==> src/rtl/z16_mem_arbiter_if.sv <==
// Bus bundle between the Z16 core ports, the arbiter and the unified RAM.
// Latency: none (wires only).
// Backpressure: request side holds req/addr/data until its gnt; memory side has none.
// Signal names carry the arbiter's point of view: i_* flow into the arbiter, o_* flow out.
//   fetch port : i_if_req, i_if_addr, o_if_gnt, o_if_rvalid, o_if_rdata
//   data port  : i_d_req, i_d_we, i_d_addr, i_d_wdata, o_d_gnt, o_d_rvalid, o_d_rdata
//   memory     : o_mem_en, o_mem_we, o_mem_addr, o_mem_wdata, i_mem_rdata
//   status     : o_busy
interface z16_mem_arbiter_if #(
  parameter int ADDR_W = 16,
  parameter int DATA_W = 16
);
  logic              i_if_req;
  logic [ADDR_W-1:0] i_if_addr;
  logic              o_if_gnt;
  logic              o_if_rvalid;
  logic [DATA_W-1:0] o_if_rdata;

  logic              i_d_req;
  logic              i_d_we;
  logic [ADDR_W-1:0] i_d_addr;
  logic [DATA_W-1:0] i_d_wdata;
  logic              o_d_gnt;
  logic              o_d_rvalid;
  logic [DATA_W-1:0] o_d_rdata;

  logic              o_mem_en;
  logic              o_mem_we;
  logic [ADDR_W-1:0] o_mem_addr;
  logic [DATA_W-1:0] o_mem_wdata;
  logic [DATA_W-1:0] i_mem_rdata;

  logic              o_busy;

  // Arbiter side.
  modport slave (
    input  i_if_req, i_if_addr,
    output o_if_gnt, o_if_rvalid, o_if_rdata,
    input  i_d_req, i_d_we, i_d_addr, i_d_wdata,
    output o_d_gnt, o_d_rvalid, o_d_rdata,
    output o_mem_en, o_mem_we, o_mem_addr, o_mem_wdata,
    input  i_mem_rdata,
    output o_busy
  );

  // Environment side (core ports plus RAM).
  modport master (
    output i_if_req, i_if_addr,
    input  o_if_gnt, o_if_rvalid, o_if_rdata,
    output i_d_req, i_d_we, i_d_addr, i_d_wdata,
    input  o_d_gnt, o_d_rvalid, o_d_rdata,
    input  o_mem_en, o_mem_we, o_mem_addr, o_mem_wdata,
    output i_mem_rdata,
    input  o_busy
  );
endinterface

==> src/rtl/z16_mem_arbiter.sv <==
// Shares one single-port synchronous RAM between the Z16 fetch port and load/store port.
// Latency: gnt to rvalid MEM_LAT+2 cycles for reads; writes occupy 2 cycles (gnt, access).
// Backpressure: one access outstanding; requesters hold req/addr/data until gnt, data port
//   has priority but yields to a waiting fetch after MAX_DATA_RUN consecutive data grants.
// Ports: i_clk, i_rst (sync, active-low), io_bus (z16_mem_arbiter_if.slave: both request
//   ports, memory strobe/address/data, read-data returns and o_busy).
module z16_mem_arbiter #(
  parameter int ADDR_W       = 16,
  parameter int DATA_W       = 16,
  parameter int MEM_LAT      = 1,   // 1..8
  parameter int MAX_DATA_RUN = 2    // 1..7
) (
  input  logic             i_clk,
  input  logic             i_rst,
  z16_mem_arbiter_if.slave io_bus
);

  localparam logic [1:0] S_IDLE   = 2'd0;
  localparam logic [1:0] S_ACCESS = 2'd1;
  localparam logic [1:0] S_WAIT   = 2'd2;

  logic [1:0]        r_state;
  logic [2:0]        r_run;       // consecutive data grants while a fetch waits
  logic [3:0]        r_lat;       // read latency countdown
  logic              r_own_d;     // owner of the access in flight: 1 = data, 0 = fetch
  logic              r_we;
  logic [ADDR_W-1:0] r_addr;
  logic [DATA_W-1:0] r_wdata;
  logic              r_if_rvalid;
  logic              r_d_rvalid;
  logic [DATA_W-1:0] r_if_rdata;
  logic [DATA_W-1:0] r_d_rdata;

  logic w_idle;
  logic w_f_win;
  logic w_d_win;

  assign w_idle  = (r_state == S_IDLE);
  // Fetch only wins when the data port is quiet or has used up its run allowance.
  assign w_f_win = w_idle && io_bus.i_if_req &&
                   (!io_bus.i_d_req || (r_run == 3'(MAX_DATA_RUN)));
  assign w_d_win = w_idle && io_bus.i_d_req && !w_f_win;

  // Grants are combinational and must never escape while reset is held.
  assign io_bus.o_if_gnt    = w_f_win && i_rst;
  assign io_bus.o_d_gnt     = w_d_win && i_rst;
  assign io_bus.o_if_rvalid = r_if_rvalid;
  assign io_bus.o_if_rdata  = r_if_rdata;
  assign io_bus.o_d_rvalid  = r_d_rvalid;
  assign io_bus.o_d_rdata   = r_d_rdata;
  assign io_bus.o_mem_en    = (r_state == S_ACCESS);
  assign io_bus.o_mem_we    = r_we;
  assign io_bus.o_mem_addr  = r_addr;
  assign io_bus.o_mem_wdata = r_wdata;
  assign io_bus.o_busy      = !w_idle;

  always_ff @(posedge i_clk) begin
    if (!i_rst) begin
      r_state     <= S_IDLE;
      r_run       <= 3'd0;
      r_lat       <= 4'd0;
      r_own_d     <= 1'b0;
      r_we        <= 1'b0;
      r_addr      <= '0;
      r_wdata     <= '0;
      r_if_rvalid <= 1'b0;
      r_d_rvalid  <= 1'b0;
      r_if_rdata  <= '0;
      r_d_rdata   <= '0;
    end else begin
      r_if_rvalid <= 1'b0;
      r_d_rvalid  <= 1'b0;
      case (r_state)
        S_IDLE: begin
          if (w_f_win) begin
            r_state <= S_ACCESS;
            r_own_d <= 1'b0;
            r_we    <= 1'b0;
            r_addr  <= io_bus.i_if_addr;
          end else if (w_d_win) begin
            r_state <= S_ACCESS;
            r_own_d <= 1'b1;
            r_we    <= io_bus.i_d_we;
            r_addr  <= io_bus.i_d_addr;
            r_wdata <= io_bus.i_d_wdata;
          end
          if (!io_bus.i_if_req || w_f_win) begin
            r_run <= 3'd0;
          end else if (w_d_win) begin
            r_run <= r_run + 3'd1;
          end
        end
        S_ACCESS: begin
          if (r_we) begin
            r_state <= S_IDLE;
          end else begin
            r_state <= S_WAIT;
            r_lat   <= 4'(MEM_LAT);
          end
        end
        S_WAIT: begin
          // The counter holds 1 in the cycle the RAM presents its data, so it
          // lands on 0 exactly as the data is captured.
          r_lat <= r_lat - 4'd1;
          if (r_lat == 4'd1) begin
            r_state <= S_IDLE;
            if (r_own_d) begin
              r_d_rvalid <= 1'b1;
              r_d_rdata  <= io_bus.i_mem_rdata;
            end else begin
              r_if_rvalid <= 1'b1;
              r_if_rdata  <= io_bus.i_mem_rdata;
            end
          end
        end
        default: r_state <= S_IDLE;
      endcase
    end
  end

endmodule

==> src/flat_wrapper.sv <==
// flat-port wrapper written by rule: the top's interface ports become plain ports
module z16_mem_arbiter_flat 
#(
  parameter int ADDR_W       = 16,
  parameter int DATA_W       = 16,
  parameter int MEM_LAT      = 1,          
  parameter int MAX_DATA_RUN = 2           
)
  (i_clk, i_rst, io_bus_i_if_req, io_bus_i_if_addr, io_bus_o_if_gnt, io_bus_o_if_rvalid, io_bus_o_if_rdata, io_bus_i_d_req, io_bus_i_d_we, io_bus_i_d_addr, io_bus_i_d_wdata, io_bus_o_d_gnt, io_bus_o_d_rvalid, io_bus_o_d_rdata, io_bus_o_mem_en, io_bus_o_mem_we, io_bus_o_mem_addr, io_bus_o_mem_wdata, io_bus_i_mem_rdata, io_bus_o_busy);
  z16_mem_arbiter_if #(.ADDR_W(ADDR_W), .DATA_W(DATA_W)) io_bus_i ();
  input  logic i_clk;
  input  logic i_rst;
  input wire logic [$bits(io_bus_i.i_if_req)-1:0] io_bus_i_if_req;
  input wire logic [$bits(io_bus_i.i_if_addr)-1:0] io_bus_i_if_addr;
  output wire logic [$bits(io_bus_i.o_if_gnt)-1:0] io_bus_o_if_gnt;
  output wire logic [$bits(io_bus_i.o_if_rvalid)-1:0] io_bus_o_if_rvalid;
  output wire logic [$bits(io_bus_i.o_if_rdata)-1:0] io_bus_o_if_rdata;
  input wire logic [$bits(io_bus_i.i_d_req)-1:0] io_bus_i_d_req;
  input wire logic [$bits(io_bus_i.i_d_we)-1:0] io_bus_i_d_we;
  input wire logic [$bits(io_bus_i.i_d_addr)-1:0] io_bus_i_d_addr;
  input wire logic [$bits(io_bus_i.i_d_wdata)-1:0] io_bus_i_d_wdata;
  output wire logic [$bits(io_bus_i.o_d_gnt)-1:0] io_bus_o_d_gnt;
  output wire logic [$bits(io_bus_i.o_d_rvalid)-1:0] io_bus_o_d_rvalid;
  output wire logic [$bits(io_bus_i.o_d_rdata)-1:0] io_bus_o_d_rdata;
  output wire logic [$bits(io_bus_i.o_mem_en)-1:0] io_bus_o_mem_en;
  output wire logic [$bits(io_bus_i.o_mem_we)-1:0] io_bus_o_mem_we;
  output wire logic [$bits(io_bus_i.o_mem_addr)-1:0] io_bus_o_mem_addr;
  output wire logic [$bits(io_bus_i.o_mem_wdata)-1:0] io_bus_o_mem_wdata;
  input wire logic [$bits(io_bus_i.i_mem_rdata)-1:0] io_bus_i_mem_rdata;
  output wire logic [$bits(io_bus_i.o_busy)-1:0] io_bus_o_busy;
  assign io_bus_i.i_if_req = io_bus_i_if_req;
  assign io_bus_i.i_if_addr = io_bus_i_if_addr;
  assign io_bus_o_if_gnt = io_bus_i.o_if_gnt;
  assign io_bus_o_if_rvalid = io_bus_i.o_if_rvalid;
  assign io_bus_o_if_rdata = io_bus_i.o_if_rdata;
  assign io_bus_i.i_d_req = io_bus_i_d_req;
  assign io_bus_i.i_d_we = io_bus_i_d_we;
  assign io_bus_i.i_d_addr = io_bus_i_d_addr;
  assign io_bus_i.i_d_wdata = io_bus_i_d_wdata;
  assign io_bus_o_d_gnt = io_bus_i.o_d_gnt;
  assign io_bus_o_d_rvalid = io_bus_i.o_d_rvalid;
  assign io_bus_o_d_rdata = io_bus_i.o_d_rdata;
  assign io_bus_o_mem_en = io_bus_i.o_mem_en;
  assign io_bus_o_mem_we = io_bus_i.o_mem_we;
  assign io_bus_o_mem_addr = io_bus_i.o_mem_addr;
  assign io_bus_o_mem_wdata = io_bus_i.o_mem_wdata;
  assign io_bus_i.i_mem_rdata = io_bus_i_mem_rdata;
  assign io_bus_o_busy = io_bus_i.o_busy;
  z16_mem_arbiter #(.ADDR_W(ADDR_W), .DATA_W(DATA_W), .MEM_LAT(MEM_LAT), .MAX_DATA_RUN(MAX_DATA_RUN)) u_core (.i_clk(i_clk), .i_rst(i_rst), .io_bus(io_bus_i));
endmodule
==> config.mk <==
export PLATFORM = sky130hd
export DESIGN_NAME = z16_mem_arbiter_flat
export DESIGN_NICKNAME = d
export VERILOG_FILES = /design/src/rtl/z16_mem_arbiter_if.sv /design/src/rtl/z16_mem_arbiter.sv /design/src/flat_wrapper.sv
export SDC_FILE = /design/constraint.sdc
export NUM_CORES = 1
export LEC_CHECK = 0
export ABC_CLOCK_PERIOD_IN_PS = 1800
export CORE_MARGIN = 2
export CORE_UTILIZATION = 35
export DETAILED_ROUTE_END_ITERATION = 7
export GPL_TIMING_DRIVEN = 0
export PLACE_DENSITY = 0.7
export SLEW_MARGIN = 20
export SYNTH_ARGS = -nofsm -noshare
export SYNTH_HDL_FRONTEND = slang
export SYNTH_SLANG_ARGS = --single-unit
==> constraint.sdc <==
create_clock -name i_clk -period 1.8 [get_ports i_clk]
set_clock_uncertainty 0.2 [all_clocks]
set_input_delay 0.27 -clock i_clk [delete_from_list [all_inputs] [get_ports i_clk]]
set_output_delay 0.27 -clock i_clk [all_outputs]
set_load 0.1 [all_outputs]
==> run_results.csv <==
group,metric,value,unit
outcome,status,"complete, but fails checks",
outcome,failed_checks,"negative setup slack",
placement,place_hpwl,7.66,mm
floorplanning,row_count,35,
timing,slew_headroom,50.0,%
finish,fillCellCount,778,
critical_path,critPathMaxFanout,4,
timing,slew_viol_final,0,
critical_path,reg2reg_depth,7,
logic_synthesis,ys.flop_type,"dfxtp_1",
grt,overflow,0,
power_and_ir_drop,peakVddDrop,444,uV
critical_path,critPathLaunchType,"register",
logic_synthesis,netlist_area,3400,sq um
floorplanning,core,9330,sq um
worst_hold_path,whs_endpoint,"u_core.r_lat[3]$_SDFFE_PN0P_",
clock_tree,clk_latency,340,ps
timing,period_share,112,%
floorplanning,start_util,36.5,%
finish,drive_above_1_share,30.6,%
route,drc_errors,0,
clock_tree,cts_buffers,9,
critical_path,critical_path_class,"register to output pin",
floorplanning,dieArea,10500,sq um
placement,portBuffers,138,
power_and_ir_drop,power,4.89,mW
timing,worst_slack,-211,ps
logic_synthesis,ys.warnings.count,0,
critical_path,slowest_delay,350,ps
clock_tree,cts_tree,"built",
placement,routabilityCongestion,0.848,
clock_tree,cts.sinks,77,
route,drtIter0Drc,178,
route,drt-total-wl,10.8,mm
timing,hold_viol_final,0,
timing,setup_viol,7,
logic_synthesis,syn-num-nets,448,
clock_tree,clk_pin_slew,90,ps
critical_path,reg2reg_slack,-60,ps
critical_path,cp_top_family,"buffers and inverters",
grt,grt_pass1_wl,16.8,mm
grt,grt.total_usage,20.4,%
critical_path,path_cells,"inv_2 -> ha_4 -> nor2b_4 -> buf_6 -> o21ai_4 -> nor2_4 -> buf_12",
clock_tree,cts_buffer_depth,2,
finish,final_common_cell,"dfxtp_1",
critical_path,r2r_end,"u_core.io_bus.o_mem_addr[14]$_SDFFE_PN0P_",
critical_path,critPathRequiredTime,1330,ps
logic_synthesis,synth_area_leaders,"dfxtp_1 45%, mux2i_1 9.7%, a2111oi_0 7.7%, nand2_1 5.8%, a21oi_1 5.7%",
grt,antenna_found_initial,0,
critical_path,worstReg2RegStart,"u_core.r_run[0]$_SDFFE_PN0P_",
logic_synthesis,yosys.area.top_type,"dfxtp_1",
critical_path,cp.depth,7,
worst_hold_path,holdPathStages,3,
route,wl_per_cell,16.2,microns
route,vias,3487,
timing,rsz0062_at_grt,"yes",
finish,most-common-layout-cells,"71 x dfxtp_1, 67 x clkdlybuf4s15_2, 65 x clkdlybuf4s50_1",
logic_synthesis,synthArstFlopShare,0,%
timing,fin_crit,2010,ps
grt,grt_pass1_vias,3451,
clock_tree,root_buffer,"clkbuf_8",
flow_run,cap_violations,0,
timing,worst_slew_pin_slew,750,ps
finish,final_nets,610,
critical_path,cp-end-kind,"output pin",
critical_path,arrival,1540,ps
timing,fmax,0.497,GHz
floorplanning,die_h,103,microns
logic_synthesis,yosysSeqAreaShare,45.3,%
route,drt_first_pass_iters,5,
power_and_ir_drop,leakagePower,2.19,nW
grt,grt_start_max_net_pins,15,
timing,final.setup.tns,-509,ps
critical_path,cp.buffers_inverters,3,
power_and_ir_drop,powerDensity,863,nW/um^2
clock_tree,hold_buffers,0,
route,antenna_left,0,
floorplanning,fp.dieW,103,microns
critical_path,slowest_stage,"dfxtp_2",
logic_synthesis,syn_area_per_cell,9.08,sq um
logic_synthesis,synth_edf_count,0,
floorplanning,ioPinCount,140,
logic_synthesis,synth-seq-cells,77,
worst_hold_path,holdCritPathClass,"input pin to register",
finish,area_growth,66.5,%
clock_tree,htreeDepth,3,
logic_synthesis,syn_inst,375,
finish,antenna_cells,0,
route,avgViaCountPerCell,5.20,
logic_synthesis,ys_types,37,
logic_synthesis,netlist.area_leader.share,45.3,%
worst_hold_path,hold_start,"i_rst",
## cell type report
| cell class | count | area (sq um) | share of cell area, % |
|---|---|---|---|
| plain buffers | 34 | 244 | 4.30 |
| clock buffers | 10 | 128 | 2.25 |
| clock inverters | 6 | 72.6 | 1.28 |
| inverters | 8 | 30.0 | 0.530 |
| multi-input cells | 253 | 1870 | 33.0 |
| flip-flops and latches | 77 | 1550 | 27.3 |
| well taps | 129 | 161 | 2.85 |
| repair buffers | 154 | 1610 | 28.4 |
## Yosys cell counts (8+ instances only)
cell type and instances:
a2111oi_0 30, a21oi_1 39, buf_2 10, clkbuf_1 20
dfxtp_1 77, mux2i_1 33, nand2_1 53, nand3_1 18
nor2_1 8, nor4_1 17, o21ai_0 10, o21ai_1 10
## per-layer routing
metal / part of all wire (%) / vias up / track usage [%]
met5: 0 / - / 0
met4: 3.3 / 0 / 10.7
met3: 4.0 / 32 / 3.53
met2: 50 / 111 / 33.6
met1: 43 / 1650 / 25.6
li1: - / 1694 / -
## logic make-up (layout without fill, tap and decap cells)
group,count (synthesis),count (layout),share of synthesized area [%]
adder cells (fa/ha/maj),4,4,1.47
XOR/XNOR,2,2,0.515
multiplexers,33,33,9.70
flip-flops,77,77,45.3
AO/OA/AOI/OAI,95,95,18.4
buffers and inverters,45,212,6.65
AND/OR/NAND/NOR,119,119,18.0
## worst reg2reg max path, stage by stage (launching register included)
cell,delay (ps)
dfxtp_2,350
inv_2,50
ha_4,160
nor2b_4,130
buf_6,120
buf_4,180
a2111oi_2,430
nor4_1,110
## through the flow
step	hold WS, ps	area [sq um]	util (%)	cells	worst slack (ps)
after CTS	112	5530	59.2	671	-217
after floorplan	210	3470	-	375	-344
after global placement	245	5010	53.7	642	-1790
final	138	5670	60.8	671	-211
after global routing	180	5670	60.8	671	-259
after detailed placement	252	5010	53.7	642	-1820
## timing repair
item	4_1_cts	5_1_grt
cloned	1	0
buffers inserted	12	3
pin swaps	3	5
setup endpoints to repair	91	41
gates resized for setup	274	43
endpoints found under the hold margin	0	0
## registers in the layout (all words and copies together) (netlist names)
name,flops
u_core.r_own_d,1
u_core.io_bus.o_mem_wdata,16
u_core.io_bus.o_if_rvalid,1
u_core.io_bus.o_mem_addr,16
u_core.io_bus.o_mem_we,1
u_core.r_run,3
u_core.r_state,2
u_core.io_bus.o_d_rdata,16
u_core.r_lat,4
u_core.io_bus.o_if_rdata,16
u_core.io_bus.o_d_rvalid,1
## worst max-delay path by stage
stage / startpoint / endpoint / slack [ps]
2_1_floorplan: u_core.r_run[0]$_SDFFE_PN0P_ / io_bus_o_d_gnt / -340
3_3_place_gp: io_bus_i_if_req / io_bus_o_d_gnt / -1790
3_5_place_dp: io_bus_i_if_req / io_bus_o_d_gnt / -1820
4_1_cts: u_core.r_run[0]$_SDFFE_PN0P_ / io_bus_o_d_gnt / -220
5_1_grt: u_core.r_run[0]$_SDFFE_PN0P_ / io_bus_o_d_gnt / -260
6_report: u_core.r_run[0]$_SDFFE_PN0P_ / io_bus_o_if_gnt / -210
## power by group
group          switching, mW  leakage, nW  total, mW  internal, mW
sequential            0.0663        0.631       1.88          1.81
combinational           1.15         1.46       1.70         0.550
clock                  0.661       0.0971       1.31         0.653
total                   1.88         2.19       4.89          3.01
(Power assumes the default switching activity.)
==> RTL edit 1: new RTL, same settings <==
`DATA_W` is set to 16 in 3 places; all go to 20.
--- a/src/rtl/z16_mem_arbiter_if.sv
+++ b/src/rtl/z16_mem_arbiter_if.sv
@@ -9,5 +9,5 @@
 interface z16_mem_arbiter_if #(
   parameter int ADDR_W = 16,
-  parameter int DATA_W = 16
+  parameter int DATA_W = 20
 );
   logic              i_if_req;
--- a/src/rtl/z16_mem_arbiter.sv
+++ b/src/rtl/z16_mem_arbiter.sv
@@ -7,5 +7,5 @@
 module z16_mem_arbiter #(
   parameter int ADDR_W       = 16,
-  parameter int DATA_W       = 16,
+  parameter int DATA_W       = 20,
   parameter int MEM_LAT      = 1,   // 1..8
   parameter int MAX_DATA_RUN = 2    // 1..7
--- a/src/flat_wrapper.sv
+++ b/src/flat_wrapper.sv
@@ -3,5 +3,5 @@
 #(
   parameter int ADDR_W       = 16,
-  parameter int DATA_W       = 16,
+  parameter int DATA_W       = 20,
   parameter int MEM_LAT      = 1,          
   parameter int MAX_DATA_RUN = 2           
Ports: changed (5 resized); port bits go from 140 to 160. The function was not compared with the original's and may differ.
==> RTL edit 1 against the original RTL <==
- the flow still finishes with violations (negative setup slack)
- sequential cell count increased by 12
- synthesized area rose by 13%
- power grew 14%
- worst hold slack better by 72 ps
- worst setup slack got worse by 15 ps
- routed wire length up 15%
- cell area rose by 14%
- utilization down 0.90 points
- largest power group unchanged
==> RTL edit 1: results <==
[hold_path]
worstHoldPathCells = 3
worstHoldStart = i_rst
min_path_type = in -> reg
hold_end = u_core.io_bus.o_mem_addr[13]

[place]
placed_cells = 725
place_hpwl_um = 8780
portBuffers = 158
gp_congestion = 0.824

[global_routing]
grt_antenna_before_repair = 0
grt_pass1_wl_um = 19300
grtUsageTotal_pct = 20.6
grt_pass1_vias = 3938
grt_max_degree = 15

[cts]
clockRootBuffer = clkbuf_8
ctsResizeCount = 315
cts_made_buffers = 9
cts_max_level = 3
post-cts-setup-buffers = 15
clockBufferDepth = 2
path_clk_slew_ps = 90
clock_latency_ps = 350

[power_and_ir_drop]
leakage_uw = 0.00238
max-vdd-ir-drop_uv = 456

[cells_and_area]
fillers = 953
num_antenna_cells = 0
stdcell_count = 760
drive_gt1_share_pct = 30.0
finalNetCount = 697

[sta]
finalSetupViolations = 9
slew_headroom_pct = 55.0
timing.hold.ws_ps = 210
setup_slack_ps = -225

[routing]
routed_via_density = 5.22
routed_wl_um = 12500
drtIter0Drc = 230
detailedRoute.firstPassIterationCount = 4

[yosys]
synthTopCellsByCount = 89 x dfxtp_1, 67 x nand2_1, 44 x a21oi_1, 40 x mux2i_1, 32 x a2111oi_0
synth_area_leaders = dfxtp_1 46%, mux2i_1 10%, a2111oi_0 7.3%
yosysWarningCount = 0
synth_async_sr_flop_share_pct = 0
syn_avg_cell_area_sq_um = 9.00
ys_types = 37
ys_seq_area_share_pct = 46.4
syn_nets = 508

[status]
violations = negative setup slack
outcome = complete, but fails checks

[worst_setup_path]
cp_max_fo = 10
r2r_end = u_core.io_bus.o_mem_addr[6]
arrival_ps = 1560
regToRegSetupSlack_ps = -80
r2r-start = u_core.r_run[0]
rr_worst_depth = 7
-- RTL edit 1: cell types whose count changed after synthesis, moves of 3 or more --
cell / unedited run / this run
nor3b_2: 0 / 3
a21oi_1: 39 / 44
nand3_1: 18 / 22
a2111oi_2: 3 / 0
o21ai_0: 10 / 4
o21ai_1: 10 / 23
dfxtp_1: 77 / 89
nand2_1: 53 / 67
nor2b_1: 4 / 0
mux2i_1: 33 / 40
-- RTL edit 1: per-layer routing --
layer	global-route usage, %	vias up	wire length [um]
met4	7.05	0	242
met3	3.89	20	721
li1	-	1917	-
met2	35.5	150	6010
met1	25.8	1879	5510
met5	0	-	0
-- RTL edit 1: power breakdown --
part | internal (uW) | switching, uW | total [uW]
sequential | 2080 | 77.5 | 2160
combinational | 602 | 1260 | 1860
clock | 853 | 723 | 1580
-- RTL edit 1: worst max-delay path, stage by stage --
cell,delay [ps]
dlygate4sd2_1,300
buf_4,250
nor3b_4,330
o21ai_4,100
nor2_4,120
buf_12,180
-- RTL edit 1: how the worst max path moves through the flow --
stage	start	to	slack [ps]	depth (start not counted)
2_1_floorplan	u_core.r_run[0]	io_bus_o_d_gnt	-240	6
3_3_place_gp	io_bus_i_if_req	io_bus_o_d_gnt	-1690	7
3_5_place_dp	io_bus_i_if_req	io_bus_o_d_gnt	-1690	7
4_1_cts	u_core.r_run[0]	io_bus_o_if_gnt	-270	7
5_1_grt	io_bus_i_if_req	io_bus_o_if_gnt	-290	6
6_report	io_bus_i_if_req	io_bus_o_if_gnt	-230	6
-- RTL edit 1: cells by family (layout without fill, tap and decap cells) --
group / count (synthesis) / in the layout / share of synthesized area, %
and+or+nand+nor: 136 / 136 / 17.9
AOI/OAI and AO/OA: 107 / 107 / 17.3
DFF: 89 / 89 / 46.4
buffers and inverters: 50 / 243 / 6.51
muxes: 40 / 40 / 10.4
adders and majority gates: 4 / 4 / 1.30
xor gates and xnor gates: 1 / 1 / 0.228
-- RTL edit 1: cell type report --
| cell class | count | area (sq um) | area share [%] |
|---|---|---|---|
| multi-input combinational | 288 | 2070 | 32.0 |
| timing repair buffer | 180 | 1890 | 29.2 |
| sequential | 89 | 1790 | 27.7 |
| buffer | 40 | 282 | 4.36 |
| tap | 140 | 175 | 2.71 |
| clock buffer | 11 | 151 | 2.34 |
| clock inverter | 4 | 76.3 | 1.18 |
| inverter | 8 | 32.5 | 0.503 |
-- RTL edit 1: metrics by stage --
| step | worst slack (ps) | total power [uW] | setup TNS [ps] | instance area, sq um |
|---|---|---|---|---|
| global placement | -1690 | 3870 | -27630 | 5660 |
| detailed placement | -1690 | 3890 | -31110 | 5660 |
| floorplan | -240 | 3380 | -276 | 3900 |
| CTS | -266 | 5550 | -763 | 6280 |
| finish | -225 | 5600 | -712 | 6460 |
| global route | -286 | 5810 | -1630 | 6460 |
==> RTL edit 2: new RTL, same flow settings <==
Made on the original files. Make the reset (`i_rst`) asynchronous in one clocked block.
--- a/src/rtl/z16_mem_arbiter.sv
+++ b/src/rtl/z16_mem_arbiter.sv
@@ -55,5 +55,5 @@
   assign io_bus.o_busy      = !w_idle;
 
-  always_ff @(posedge i_clk) begin
+  always_ff @(posedge i_clk or negedge i_rst) begin
     if (!i_rst) begin
       r_state     <= S_IDLE;
Formal check against the unedited RTL: differs if i_rst is asserted again (counterexample within 4 cycles, from zero or initial values and one cycle with i_rst low); with i_rst held inactive, the same outputs for 10 cycles.
==> RTL edit 2 against the original RTL <==
- the flow finishes with violations (negative hold slack, negative setup slack)
- worst hold slack got worse by 460 ps
- utilization rose by 4.1 points
- highest routed layer unchanged
- cell area grew 6.7%
- synthesized area hardly changed
- critical endpoint unchanged
- maximum frequency is 14% lower
- routed wire length decreased by 12%
- worst setup slack worse by 340 ps
- sequential cell count is the same
- die area hardly changed
- final cell count decreased by 13%
- critical path type unchanged
Power is not shown: default switching activity piles up to over one toggle a cycle in this logic, so the estimate is an artifact.
==> RTL edit 2: results <==
[status]
outcome = complete, but fails checks
violations = negative hold slack, negative setup slack

[yosys]
syn_nets = 333
synth_area_leaders = dfrtp_1 57%, mux2_2 13%, o2111ai_1 4.1%
yosysWarningCount = 0
ys_types = 40
synth_async_sr_flop_share_pct = 100
ys_seq_area_share_pct = 56.6
synthTopCellsByCount = 77 x dfrtp_1, 39 x mux2_2, 22 x inv_1, 20 x o21ai_0, 16 x o2111ai_1

[cts]
clockBufferDepth = 2
cts_made_buffers = 9
path_clk_slew_ps = 90
cts_max_level = 3
clock_latency_ps = 360
clockRootBuffer = clkbuf_8

[run]
cap_violations = 0

[global_routing]
grt_antenna_before_repair = 0
grt_pass1_vias = 2790
grt_pass1_wl_um = 14000
grtUsageTotal_pct = 17.4
grt_max_degree = 41

[sta]
hold_violations = 39
drv_slew = 0
slew_headroom_pct = 55.0
fin_tns_setup_ps = -9310
finalSetupViolations = 59
setup_slack_ps = -550
timing.hold.ws_ps = -320

[cells_and_area]
num_antenna_cells = 0
drive_gt1_share_pct = 49.8
finalNetCount = 524

[routing]
routed_via_density = 4.88
wl_per_cell_um = 16.3
detailedRoute.firstPassIterationCount = 4
drtIter0Drc = 76

[place]
placed_area_sq_um = 5090
gp_congestion = 0.776
portBuffers = 139
place_hpwl_um = 6350

[worst_setup_path]
cp_max_fo = 6
rr_worst_depth = 10
arrival_ps = 1880

[hold_path]
min_path_type = in -> async
==> RTL edit 2: cell types whose count changed in the layout (fill, tap and decap cells not counted), sizes merged, moves of 17 or more <==
cell	unedited run	this run
mux2	0	48
dfxtp	77	0
nand3	18	1
a2111oi	33	0
buf	38	56
nand2	53	6
dfrtp	0	77
a21oi	39	4
o211ai	0	17
mux2i	33	1
==> RTL edit 2: worst paths after layout <==
kind                            slack [ps]                       start                       endpoint
worst max register to register        -330             u_core.r_run[0]  u_core.io_bus.o_mem_wdata[11]
worst max-delay path                  -550             u_core.r_run[0]                io_bus_o_if_gnt
max in group asynchronous             1100                       i_rst  u_core.io_bus.o_mem_wdata[11]
min in group i_clk                     270         io_bus_i_if_addr[1]    u_core.io_bus.o_mem_addr[1]
worst min-delay path                  -320                       i_rst    u_core.io_bus.o_if_rdata[3]
worst min register to register         310  u_core.io_bus.o_d_rdata[5]     u_core.io_bus.o_d_rdata[5]
==> RTL edit 2: routing by layer <==
| metal | global-route usage (%) | wire length, um | share of wire (%) | up-vias |
|---|---|---|---|---|
| li1 | - | - | - | 1329 |
| met1 | 22.4 | 4120 | 43 | 1382 |
| met2 | 28.0 | 4620 | 48 | 127 |
| met3 | 4.34 | 603 | 6.3 | 17 |
| met4 | 7.38 | 212 | 2.2 | 0 |
| met5 | 0 | 0 | 0 | - |
==> RTL edit 2: metrics by stage <==
step           instances  setup WS [ps]  hold slack [ps]
2_1_floorplan        260           -484             -226
3_3_place_gp         528          -3970              287
3_5_place_dp         529          -1610             81.9
4_1_cts              565           -648             -314
5_1_grt              585           -618             -278
6_report             585           -550             -320
==> RTL edit 2: repair_timing <==
action	CTS	global route
setup buffers	19	23
resized for setup	264	51
cloned	1	2
endpoints found under the hold margin	39	39
endpoints found under the setup margin	124	79
pin swaps	3	6
==> RTL edit 2: worst max-delay path, cell delays in order, from the launching register on <==
cell and delay (ps):
dfrtp_1 400, inv_1 70, ha_2 200, nand2b_4 60, a211o_1 340, buf_8 150
nor2_4 120, buf_12 180
==> RTL edit 2: cell families (layout without fill, tap and decap cells) <==
group / after synthesis / in the layout / share of synthesized area [%]
flip-flops: 77 / 77 / 56.6
AO/OA/AOI/OAI: 65 / 65 / 13.8
buffers and inverters: 39 / 235 / 5.66
adder cells (fa/ha/maj): 4 / 4 / 1.47
XOR/XNOR: 1 / 1 / 0.257
multiplexers: 49 / 49 / 17.2
AND/OR/NAND/NOR: 25 / 25 / 5.00
==> RTL edit 2: final cells by class <==
type                       instances  area (sq um)
inverter                          24          96.3
sequential                        77          1930
tap                              129           161
buffer                            13           126
multi-input combinational        144          1530
clock buffer                       9           124
timing repair buffer             182          1930
fill                             730          3280
clock inverter                     7           146
